===== config.mk =====
export PLATFORM = sky130hd
export DESIGN_NAME = mem_port_arbiter_flat
export DESIGN_NICKNAME = d
export VERILOG_FILES = /design/src/rtl/mem_port_arbiter_pkg.sv /design/src/rtl/mem_port_arbiter_if.sv /design/src/rtl/mem_port_arbiter_rr_arbiter2.sv /design/src/rtl/mem_port_arbiter.sv /design/src/flat_wrapper.sv
export SDC_FILE = /design/constraint.sdc
export NUM_CORES = 1
export LEC_CHECK = 0
export ABC_CLOCK_PERIOD_IN_PS = 3350
export BUFFER_PORTS_ARGS = -buffer_cell sky130_fd_sc_hd__buf_2
export CAP_MARGIN = 20
export CORE_ASPECT_RATIO = 0.7
export CORE_MARGIN = 5
export CORE_UTILIZATION = 30
export CTS_BUF_LIST = sky130_fd_sc_hd__clkbuf_8
export DETAILED_ROUTE_END_ITERATION = 7
export PLACE_DENSITY_LB_ADDON = 0.12
export SETUP_SLACK_MARGIN = 0.5
export SYNTH_ARGS = -nofsm -noshare
export SYNTH_HDL_FRONTEND = slang
export SYNTH_HIERARCHICAL = 1
export SYNTH_SLANG_ARGS = --single-unit

===== constraint.sdc =====
create_clock -name clk -period 3.35 [get_ports clk]
set_clock_uncertainty 0.05 [all_clocks]
set_input_delay 0.5025 -clock clk [delete_from_list [all_inputs] [get_ports clk]]
set_output_delay 0.5025 -clock clk [all_outputs]
set_load 0.05 [all_outputs]

===== src/rtl/mem_port_arbiter_pkg.sv =====
// Shared types for the RAM B-port arbiter.
// State codes, size codes and requester ids.
package mem_arb_pkg;

  typedef enum logic [1:0] {
    ST_IDLE  = 2'd0,
    ST_READ  = 2'd1,
    ST_WRITE = 2'd2
  } state_t;

  localparam logic [1:0] SZ_B = 2'd0;
  localparam logic [1:0] SZ_H = 2'd1;
  localparam logic [1:0] SZ_W = 2'd2;

  localparam logic REQ_IFU = 1'b0;
  localparam logic REQ_LSU = 1'b1;

  // Index of the last byte of a store; reserved size acts as word.
  function automatic logic [1:0] last_idx(
    input logic [1:0] size
  );
    logic [1:0] r;
    r = 2'd3;
    unique case (size)
      SZ_B:    r = 2'd0;
      SZ_H:    r = 2'd1;
      default: r = 2'd3;
    endcase
    return r;
  endfunction

endpackage


===== src/rtl/mem_port_arbiter_if.sv =====
// Request/response and RAM B-port bundle.
// slave = arbiter side, master = requesters + RAM.
interface mem_port_arbiter_if #(
  parameter int ADDR_WIDTH = 16,
  parameter int DATA_WIDTH = 32
);

  logic                  ifu_req_valid;
  logic [ADDR_WIDTH-1:0] ifu_req_addr;
  logic                  ifu_req_ready;
  logic                  ifu_rsp_valid;
  logic [DATA_WIDTH-1:0] ifu_rsp_data;

  logic                  lsu_req_valid;
  logic                  lsu_req_we;
  logic [1:0]            lsu_req_size;
  logic [ADDR_WIDTH-1:0] lsu_req_addr;
  logic [DATA_WIDTH-1:0] lsu_req_wdata;
  logic                  lsu_req_ready;
  logic                  lsu_rsp_valid;
  logic [DATA_WIDTH-1:0] lsu_rsp_data;

  logic                  ram_we;
  logic [ADDR_WIDTH-1:0] ram_addr;
  logic [7:0]            ram_din;
  logic [DATA_WIDTH-1:0] ram_dout;

  modport slave (
    input  ifu_req_valid,
    input  ifu_req_addr,
    output ifu_req_ready,
    output ifu_rsp_valid,
    output ifu_rsp_data,
    input  lsu_req_valid,
    input  lsu_req_we,
    input  lsu_req_size,
    input  lsu_req_addr,
    input  lsu_req_wdata,
    output lsu_req_ready,
    output lsu_rsp_valid,
    output lsu_rsp_data,
    output ram_we,
    output ram_addr,
    output ram_din,
    input  ram_dout
  );

  modport master (
    output ifu_req_valid,
    output ifu_req_addr,
    input  ifu_req_ready,
    input  ifu_rsp_valid,
    input  ifu_rsp_data,
    output lsu_req_valid,
    output lsu_req_we,
    output lsu_req_size,
    output lsu_req_addr,
    output lsu_req_wdata,
    input  lsu_req_ready,
    input  lsu_rsp_valid,
    input  lsu_rsp_data,
    input  ram_we,
    input  ram_addr,
    input  ram_din,
    output ram_dout
  );

endinterface


===== src/rtl/mem_port_arbiter_rr_arbiter2.sv =====
// Two-way round-robin grant.
// Ties go to whoever did not win last.
module rr_arbiter2
  import mem_arb_pkg::*;
(
  input  logic       clk,
  input  logic       rst,
  input  logic [1:0] req,
  input  logic       en,
  output logic [1:0] gnt
);

  logic last_grant;

  // Grant decode: single requester wins, tie goes to the other side.
  always_comb begin
    gnt = 2'b00;
    unique case (req)
      2'b01:   gnt = 2'b01;
      2'b10:   gnt = 2'b10;
      2'b11:   gnt = (last_grant == REQ_LSU) ? 2'b01 : 2'b10;
      default: gnt = 2'b00;
    endcase
  end

  // Remember the winner of every accepted grant.
  always_ff @(posedge clk or posedge rst) begin
    if (rst) begin
      last_grant <= REQ_LSU;
    end else if (en && (gnt != 2'b00)) begin
      last_grant <= gnt[1];
    end
  end

endmodule


===== src/rtl/mem_port_arbiter.sv =====
// Shares the RAM B port between IFU and LSU.
// Word reads take 1 cycle; stores go out one byte per cycle.
module mem_port_arbiter
  import mem_arb_pkg::*;
#(
  parameter int ADDR_WIDTH = 16,
  parameter int DATA_WIDTH = 32
) (
  input  logic clk,
  input  logic rst,
  mem_port_arbiter_if.slave bus
);

  state_t                state;
  logic                  rid;
  logic [ADDR_WIDTH-1:0] addr_q;
  logic [DATA_WIDTH-1:0] wdata_q;
  logic [1:0]            k;
  logic [1:0]            last_k;

  logic                  idle;
  logic [1:0]            req;
  logic [1:0]            gnt;
  logic                  wr_last;

  // Grants are only offered while idle and out of reset.
  assign idle = (state == ST_IDLE) && !rst;
  assign req  = idle ? {bus.lsu_req_valid, bus.ifu_req_valid}
                     : 2'b00;

  rr_arbiter2 u_arb (
    .clk (clk),
    .rst (rst),
    .req (req),
    .en  (idle),
    .gnt (gnt)
  );

  assign bus.ifu_req_ready = gnt[0];
  assign bus.lsu_req_ready = gnt[1];

  assign wr_last = (state == ST_WRITE) && (k == last_k);

  // Control FSM plus store byte sequencer.
  always_ff @(posedge clk or posedge rst) begin
    if (rst) begin
      state   <= ST_IDLE;
      rid     <= REQ_IFU;
      addr_q  <= '0;
      wdata_q <= '0;
      k       <= 2'd0;
      last_k  <= 2'd0;
    end else begin
      unique case (state)
        ST_IDLE: begin
          if (gnt[0]) begin
            rid   <= REQ_IFU;
            state <= ST_READ;
          end else if (gnt[1]) begin
            rid <= REQ_LSU;
            if (bus.lsu_req_we) begin
              addr_q  <= bus.lsu_req_addr;
              wdata_q <= bus.lsu_req_wdata;
              last_k  <= last_idx(bus.lsu_req_size);
              k       <= 2'd0;
              state   <= ST_WRITE;
            end else begin
              state <= ST_READ;
            end
          end
        end
        ST_READ: begin
          state <= ST_IDLE;
        end
        ST_WRITE: begin
          if (k == last_k) begin
            state <= ST_IDLE;
          end else begin
            k <= k + 2'd1;
          end
        end
        default: begin
          state <= ST_IDLE;
        end
      endcase
    end
  end

  // RAM port drive: read address when idle, byte writes in WRITE.
  always_comb begin
    bus.ram_we   = 1'b0;
    bus.ram_addr = '0;
    bus.ram_din  = 8'h00;
    unique case (state)
      ST_IDLE: begin
        if (gnt[0]) begin
          bus.ram_addr = bus.ifu_req_addr;
        end else if (gnt[1] && !bus.lsu_req_we) begin
          bus.ram_addr = bus.lsu_req_addr;
        end
      end
      ST_WRITE: begin
        bus.ram_we   = 1'b1;
        bus.ram_addr = addr_q + ADDR_WIDTH'(k);
        unique case (k)
          2'd0:    bus.ram_din = wdata_q[7:0];
          2'd1:    bus.ram_din = wdata_q[15:8];
          2'd2:    bus.ram_din = wdata_q[23:16];
          default: bus.ram_din = wdata_q[31:24];
        endcase
      end
      default: begin
        bus.ram_we = 1'b0;
      end
    endcase
  end

  // Responses: read data straight from RAM, zero otherwise.
  always_comb begin
    bus.ifu_rsp_valid = 1'b0;
    bus.ifu_rsp_data  = '0;
    bus.lsu_rsp_valid = wr_last;
    bus.lsu_rsp_data  = '0;
    if (state == ST_READ) begin
      if (rid == REQ_IFU) begin
        bus.ifu_rsp_valid = 1'b1;
        bus.ifu_rsp_data  = bus.ram_dout;
      end else begin
        bus.lsu_rsp_valid = 1'b1;
        bus.lsu_rsp_data  = bus.ram_dout;
      end
    end
  end

endmodule


===== src/flat_wrapper.sv =====
// flat-port wrapper written by rule: the top's interface ports become plain ports
module mem_port_arbiter_flat import mem_arb_pkg::*;
#(
  parameter int ADDR_WIDTH = 16,
  parameter int DATA_WIDTH = 32
)
  (clk, rst, bus_ifu_req_valid, bus_ifu_req_addr, bus_ifu_req_ready, bus_ifu_rsp_valid, bus_ifu_rsp_data, bus_lsu_req_valid, bus_lsu_req_we, bus_lsu_req_size, bus_lsu_req_addr, bus_lsu_req_wdata, bus_lsu_req_ready, bus_lsu_rsp_valid, bus_lsu_rsp_data, bus_ram_we, bus_ram_addr, bus_ram_din, bus_ram_dout);
  mem_port_arbiter_if #(.ADDR_WIDTH(ADDR_WIDTH), .DATA_WIDTH(DATA_WIDTH)) bus_i ();
  input  logic clk;
  input  logic rst;
  input wire logic [$bits(bus_i.ifu_req_valid)-1:0] bus_ifu_req_valid;
  input wire logic [$bits(bus_i.ifu_req_addr)-1:0] bus_ifu_req_addr;
  output wire logic [$bits(bus_i.ifu_req_ready)-1:0] bus_ifu_req_ready;
  output wire logic [$bits(bus_i.ifu_rsp_valid)-1:0] bus_ifu_rsp_valid;
  output wire logic [$bits(bus_i.ifu_rsp_data)-1:0] bus_ifu_rsp_data;
  input wire logic [$bits(bus_i.lsu_req_valid)-1:0] bus_lsu_req_valid;
  input wire logic [$bits(bus_i.lsu_req_we)-1:0] bus_lsu_req_we;
  input wire logic [$bits(bus_i.lsu_req_size)-1:0] bus_lsu_req_size;
  input wire logic [$bits(bus_i.lsu_req_addr)-1:0] bus_lsu_req_addr;
  input wire logic [$bits(bus_i.lsu_req_wdata)-1:0] bus_lsu_req_wdata;
  output wire logic [$bits(bus_i.lsu_req_ready)-1:0] bus_lsu_req_ready;
  output wire logic [$bits(bus_i.lsu_rsp_valid)-1:0] bus_lsu_rsp_valid;
  output wire logic [$bits(bus_i.lsu_rsp_data)-1:0] bus_lsu_rsp_data;
  output wire logic [$bits(bus_i.ram_we)-1:0] bus_ram_we;
  output wire logic [$bits(bus_i.ram_addr)-1:0] bus_ram_addr;
  output wire logic [$bits(bus_i.ram_din)-1:0] bus_ram_din;
  input wire logic [$bits(bus_i.ram_dout)-1:0] bus_ram_dout;
  assign bus_i.ifu_req_valid = bus_ifu_req_valid;
  assign bus_i.ifu_req_addr = bus_ifu_req_addr;
  assign bus_ifu_req_ready = bus_i.ifu_req_ready;
  assign bus_ifu_rsp_valid = bus_i.ifu_rsp_valid;
  assign bus_ifu_rsp_data = bus_i.ifu_rsp_data;
  assign bus_i.lsu_req_valid = bus_lsu_req_valid;
  assign bus_i.lsu_req_we = bus_lsu_req_we;
  assign bus_i.lsu_req_size = bus_lsu_req_size;
  assign bus_i.lsu_req_addr = bus_lsu_req_addr;
  assign bus_i.lsu_req_wdata = bus_lsu_req_wdata;
  assign bus_lsu_req_ready = bus_i.lsu_req_ready;
  assign bus_lsu_rsp_valid = bus_i.lsu_rsp_valid;
  assign bus_lsu_rsp_data = bus_i.lsu_rsp_data;
  assign bus_ram_we = bus_i.ram_we;
  assign bus_ram_addr = bus_i.ram_addr;
  assign bus_ram_din = bus_i.ram_din;
  assign bus_i.ram_dout = bus_ram_dout;
  mem_port_arbiter #(.ADDR_WIDTH(ADDR_WIDTH), .DATA_WIDTH(DATA_WIDTH)) u_core (.clk(clk), .rst(rst), .bus(bus_i));
endmodule

==> results of run 1 <==
[synthesized netlist by cell type, drive strengths merged]
| master | instances |
|---|---|
| and3b | 1 |
| inv | 11 |
| nor4b | 1 |
| a21oi | 17 |
| and2 | 69 |
| a21boi | 2 |
| nor3 | 5 |
| o211ai | 1 |
| mux2 | 49 |
| nor3b | 1 |
| a22oi | 12 |
| dfrtp | 55 |
| nand2b | 2 |
| and4 | 1 |
| a31o | 1 |
| a21o | 2 |
| a31oi | 1 |
| nand4b | 1 |
| fa | 1 |
| a222oi | 10 |
| o21ai | 14 |
| dfstp | 1 |
| ha | 6 |
| buf | 10 |
| nand2 | 8 |
| nand3b | 2 |
| a221o | 1 |
| clkbuf | 14 |
| xor2 | 4 |
| nand4 | 6 |
| nand3 | 7 |
| nor4 | 5 |
| nor2 | 22 |
| xnor2 | 11 |
[state kept, by name, indices dropped and copies added, names as in the netlist]
signal / cells
u_core/wdata_q: 32
u_core/addr_q: 16
u_core/k: 2
u_core/last_k: 2
u_core/state: 2
u_core/rid: 1
u_core/u_arb/last_grant: 1
[layout make-up]
class / count / area share
inverters: 11 / 0.00761
clock buffers: 5 / 0.0127
clock inverters: 3 / 0.00346
multi-input cells: 263 / 0.439
flip-flops and latches: 56 / 0.260
well taps: 162 / 0.0374
repair buffers: 221 / 0.241
[cells by family after synthesis]
| family | synth area share |
|---|---|
| compound gates | 0.109 |
| xor+xnor | 0.0350 |
| fa+ha+maj | 0.0254 |
| buf+inv | 0.0504 |
| flops | 0.374 |
| mux | 0.191 |
| simple gates | 0.215 |
[power groups by stage]
stage	combinational, uW	clock (uW)	sequential, uW
3_5_place_dp	2680	0	1370
5_1_grt	3200	423	1400
3_3_place_gp	2670	0	1360
2_1_floorplan	2180	0	1270
4_1_cts	2900	399	1340
6_report	2980	376	1340
[critical path: cells and delay by family (launching register included)]
family	cells	cell delay [ps]
compound gates	3	370
buf+inv	2	310
flops	1	440
simple gates	4	850
[layout by cell type (no fill, tap or decap), types with 3 or more instances in the layout]
| cell | n |
|---|---|
| a21oi_1 | 16 |
| a222oi_1 | 10 |
| a22oi_1 | 10 |
| and2_1 | 66 |
| and2_4 | 3 |
| buf_2 | 178 |
| buf_4 | 23 |
| buf_6 | 17 |
| clkbuf_8 | 5 |
| dfrtp_1 | 51 |
| dfrtp_2 | 4 |
| ha_1 | 3 |
| inv_1 | 6 |
| inv_2 | 5 |
| mux2_2 | 5 |
| mux2_4 | 44 |
| nand2_1 | 7 |
| nand3_1 | 7 |
| nand4_1 | 5 |
| nor2_1 | 22 |
| nor3_1 | 4 |
| nor4_2 | 4 |
| o21ai_2 | 3 |
| o21ai_4 | 9 |
| xnor2_1 | 11 |
| xor2_1 | 4 |
[path summary, 6_finish.rpt]
path                                        from                      end  slack (ps)  cells after the start
min reg2reg                   u_core/wdata_q[23]       u_core/wdata_q[23]         470                      1
max                              u_core/state[0]          bus_ram_addr[4]         520                      9
min                                          rst  u_core/u_arb/last_grant         160                      2
max in group asynchronous                    rst              u_core/k[1]        2350                      3
min in group clk           bus_lsu_req_wdata[16]       u_core/wdata_q[16]         360                      2
max reg2reg                      u_core/state[0]       u_core/wdata_q[26]         970                      8
[layer usage]
metal	wire length, um	up-vias	share of wire	track usage
met5	0	-	0	0
met4	88	0	0.0074	0.0282
met3	1010	9	0.085	0.0368
met2	5610	131	0.47	0.253
met1	5180	1634	0.44	0.203
li1	-	1661	-	-
[per-stage QoR]
step | power (uW) | cell area (sq um)
CTS | 4630 | 5310
global placement | 4030 | 5020
global route | 5020 | 5420
floorplan | 3450 | 3910
detailed placement | 4060 | 5020
finish | 4700 | 5420
[what timing repair did]
action | in CTS | in global routing
hold buffers | 0 | 0
pin swaps | 5 | 10
setup buffers | 12 | 4
gates resized for setup | 38 | 21
hold endpoints to repair | 0 | 0
gates cloned | 1 | 0
endpoints found under the setup margin | 17 | 50
==> qor.yml, run 1 <==
status: "finished, final reports clean"
seqPwrFrac: 0.286
cts_tree: "done"
required_ps: 2800
slowest_delay_ps: 440
synth_area_leaders: "dfrtp_1 37%, mux2_4 18%, and2_1 12%"
timing.final.crit_share: 0.845
postSynthCellCount: 354
vias: 3435
fin_setup_tns_ps: 0
critPathMaxFanout: 8
grt_pass1_wl_um: 18300
clock-root-buffer: "clkbuf_8"
port_buffers: 195
numCtsBuffers: 5
grt_start_max_net_pins: 56
worstHoldPathType: "input pin to asynchronous set/reset pin"
dieArea_sq_mm: 0.0149
rsz0062_at_grt: "yes"
synth_warnings: 6
drtPass1Iterations: 5
regArea_sq_mm: 0.00141
p_sw_frac: 0.482
dp_hpwl_um: 8940
nets: 668
drv_slew: 0
synth_cell_types: 43
drt_iter0_markers: 136
drive_above_1_share: 0.583
antenna_found_initial: 0
multi_input_area_sq_mm: 0.00238
synth_seq_cells: 56
viasPerCell: 4.76
hold_viol_final: 0
synth_area_per_cell_sq_um: 10.6
wire_per_inst_um: 16.5
start_kind: "flop"
drtAntennaViolNets: 0
period_needed_ps: 2830
numPlacedInstances: 696
htreeDepth: 2
max_slew_margin: 0.501
clock_latency_ps: 310
die_w_um: 144
gr-total-overflow: 0
maxCapViolations: 0
gr-usage-all-layers: 0.152
pre_cts_ws_ps: 332
worst_slew_pin_slew_ps: 749
vdd_drop_max_v: 0.000316
io_pins: 196
yosysSeqAreaShare: 0.374
power_frac_clock: 0.080
crit_type: "flop to output pin"
yosys.area.top_type: "dfrtp_1"
power.density_mw_per_mm2: 866
drc: 0
wirelength_um: 11900
post-synth-top-area-fraction: 0.367
rows: 34
syn_to_final_growth_pct: 44.7
cellInternalPower_uw: 2430
cts_num_sinks: 56
synth_nets: 464
clkTransAtPathRegs_ps: 100
post-route-util: 0.440
gp_congestion: 0.814
syn_area_sq_mm: 0.00375
crit_arrival_ps: 2280
worstPathCellList: "nor3_4 > and2_4 > a21boi_4 > nor4b_4 > and2_4 > buf_6 > a22oi_1 > o21ai_4 > buf_6"
dieHeight_um: 104
final_cell_count_no_fill: 721
slowest_stage: "dfrtp_2"
max_clock_freq_ghz: 0.353
leakagePower_uw: 0.00284
power_switching_uw: 2260
antenna_cells: 0
combinationalPowerShare: 0.634
cp-end-kind: "output pin"
grt_pass1_vias: 3502
whs_ps: 163
core_sq_mm: 0.0123
cts_buffer_depth: 2
start_util: 0.304
setup_slack_ps: 518
fillCellCount: 1214
setup_violations: 0
Note: power is estimated with default switching activity, not from simulation.
==> inputs of run 2 (changes only) <==
Settings changed: ABC_AREA set to 1, ABC_CLOCK_PERIOD_IN_PS 3350 to 2950.
Clock period 3.35 ns to 2.95 ns, I/O delays scaled along.
==> run 2 against run 1 <==
Sequential share of layout area grew 0.39 points. Clock power is 36% higher. Global-route usage up 3.7 points. Register-to-register slack worse by 400 ps. Sequential power is 8% higher. Area after synthesis is 5.1% lower. Die area down 4.7%. Largest power group unchanged. Non-clock buffer count rose by 1. Worst setup slack worse by 260 ps. Critical path type unchanged. Cell count up 25%. Largest cell class unchanged. Flip-flop and latch count unchanged.
==> qor.yml, run 2 <==
status: "finished, final reports clean"
gp_congestion: 0.951
cts_buffer_depth: 2
final_cell_count_no_fill: 899
worst_slew_pin_slew_ps: 682
cp-end-kind: "output pin"
drive_above_1_share: 0.377
drtAntennaViolNets: 0
worst_r2r_startpoint: "u_core/state[0]"
synth.most_common_cell: "nand2_1"
numCtsBuffers: 5
grt_pass1_vias: 4121
start_kind: "flop"
cp_common_cell: "nor2_4"
hold_viol_final: 0
post-synth-top-area-fraction: 0.387
synth_warnings: 6
syn_to_final_growth_pct: 50.1
max_clock_freq_ghz: 0.372
grt_pass1_wl_um: 21500
ys.flop_type: "dfrtp_1"
r2r_end: "u_core/wdata_q[30]"
setup_slack_ps: 259
dieHeight_um: 101
synth_cell_types: 32
rrSetupSlack_ps: 570
worstPathCellList: "nor2_4 > and3_4 > nand2_2 > and2_4 > nor2_4 > inv_4 > nor2_4 > buf_12 > buf_16 > a22oi_2 > o21ai_2 > buf_6"
timing.final.crit_share: 0.912
synth_area_per_cell_sq_um: 6.66
dp_hpwl_um: 10600
top_register: "u_core/wdata_q"
port_buffers: 195
fillCellCount: 1225
synth_edf_count: 0
io_pins: 196
rsz0062_at_grt: "yes"
max_slew_margin: 0.545
cts_tree: "done"
crit_buf_inv: 4
post-route-util: 0.459
rows: 33
ys_top_cells_by_count: "190 x nand2_1, 82 x nor2_1, 62 x inv_1"
dieArea_sq_mm: 0.0142
leakagePower_uw: 0.00303
gr-usage-all-layers: 0.189
start_util: 0.305
slowest_delay_ps: 440
core_sq_mm: 0.0116
yosysSeqAreaShare: 0.394
antenna_found_initial: 2
cts_num_sinks: 56
crit_type: "flop to output pin"
reg_top3: "u_core/wdata_q: 32 flops, u_core/addr_q: 16 flops"
wire_per_inst_um: 15.2
drc: 0
viasPerCell: 4.62
critPathMaxFanout: 7
final_cell_area_sq_mm: 0.00534
final_cell_mix: "175 x nand2_1, 168 x buf_2, 79 x nor2_1, 58 x inv_1, 52 x dfrtp_1"
worstHoldPathType: "input pin to asynchronous set/reset pin"
async_flop_share: 1.00
htreeDepth: 2
required_ps: 2460
crit_arrival_ps: 2200
final_common_cell: "nand2_1"
largest_register_ffs: 32
pre_cts_ws_ps: 153
synth_nets: 644
period_needed_ps: 2690
post_dp_cell_area_sq_mm: 0.00474
rr_worst_depth: 14
path_delay_family: "simple AND/OR/NAND/NOR gates"
yosys.area.top_type: "dfrtp_1"
die_w_um: 140
maxCapViolations: 0
drv_slew: 0
clkTransAtPathRegs_ps: 100
drtPass1Iterations: 4
clock_latency_ps: 320
postSynthCellCount: 534
vdd_drop_max_v: 0.000591
vias: 4149
clock-root-buffer: "clkbuf_8"
setup_violations: 0
synth_area_leaders: "dfrtp_1 39%, nand2_1 20%, nor2_1 8.7%"
nets: 850
drt_iter0_markers: 185
gr-total-overflow: 0
power.density_mw_per_mm2: 1040
syn_area_sq_mm: 0.00356
numPlacedInstances: 871
synth_seq_cells: 56
slowest_stage: "dfrtp_2"
grt_start_max_net_pins: 53
fin_setup_tns_ps: 0
wirelength_um: 13700
-- run 2: cell count changes after synthesis, sizes merged, moves of 10 or more --
cell,before,now
nand2,8,190
and2,69,1
nor2,22,87
inv,11,65
mux2,49,0
o21ai,14,37
nand3,7,22
clkbuf,14,2
buf,10,21
a222oi,10,0
-- run 2: layer usage --
metal,track usage,part of all wire,up-vias
met4,0.0454,0.017,2
met2,0.303,0.44,146
li1,-,-,2075
met3,0.0436,0.062,21
met1,0.260,0.48,1905
met5,0,0.00095,-
-- run 2: per-stage QoR --
| stage | hold WS (ps) | power (uW) |
|---|---|---|
| 5_1_grt | 88.1 | 5930 |
| 2_1_floorplan | 282 | 3720 |
| 3_5_place_dp | 322 | 4460 |
| 4_1_cts | 76.3 | 5410 |
| 6_report | 93.2 | 5530 |
| 3_3_place_gp | 311 | 4440 |
-- run 2: final cells by class --
cell class	count	area [sq um]	share of cell area
clock buffer	5	68.8	0.0129
timing repair buffer	222	1420	0.266
multi-input combinational	390	1950	0.365
inverter	65	255	0.0478
tap	157	196	0.0368
antenna	1	2.50	0.000469
sequential	56	1410	0.263
clock inverter	3	38.8	0.00727
-- run 2: kinds of logic after synthesis --
logic type / count (synthesis) / synth area share
adder cells (fa/ha/maj): 7 / 0.0267
flip-flops: 56 / 0.394
AO/OA/AOI/OAI: 75 / 0.120
AND/OR/NAND/NOR: 306 / 0.350
buffers and inverters: 88 / 0.104
XOR/XNOR: 2 / 0.00493
-- run 2: worst max-delay path by stage --
| stage | from | to | slack (ps) | cells after the start |
|---|---|---|---|---|
| final | u_core/state[0] | bus_ram_addr[11] | 260 | 12 |
| after global routing | u_core/state[0] | bus_ram_addr[11] | 150 | 12 |
| after CTS | u_core/state[0] | bus_ram_addr[11] | 280 | 12 |
| after detailed placement | rst | bus_ram_addr[10] | 150 | 11 |
| after global placement | rst | bus_ram_addr[10] | 240 | 11 |
| after floorplan | rst | bus_ram_addr[0] | -750 | 8 |
-- run 2: power breakdown --
part           switching (uW)  internal, uW  total (uW)
Sequential                295          1160        1450
Combinational            2350          1210        3570
Clock                     261           249         510
Total                    2910          2620        5530
-- run 2: what timing repair did --
action / 4_1_cts / 5_1_grt
endpoints found under the hold margin: 4 / 0
hold buffers: 1 / 0
pin swaps: 4 / 1
endpoints found under the setup margin: 24 / 100
gates resized for setup: 53 / 44
cloned: 1 / 0
buffers inserted: 14 / 3
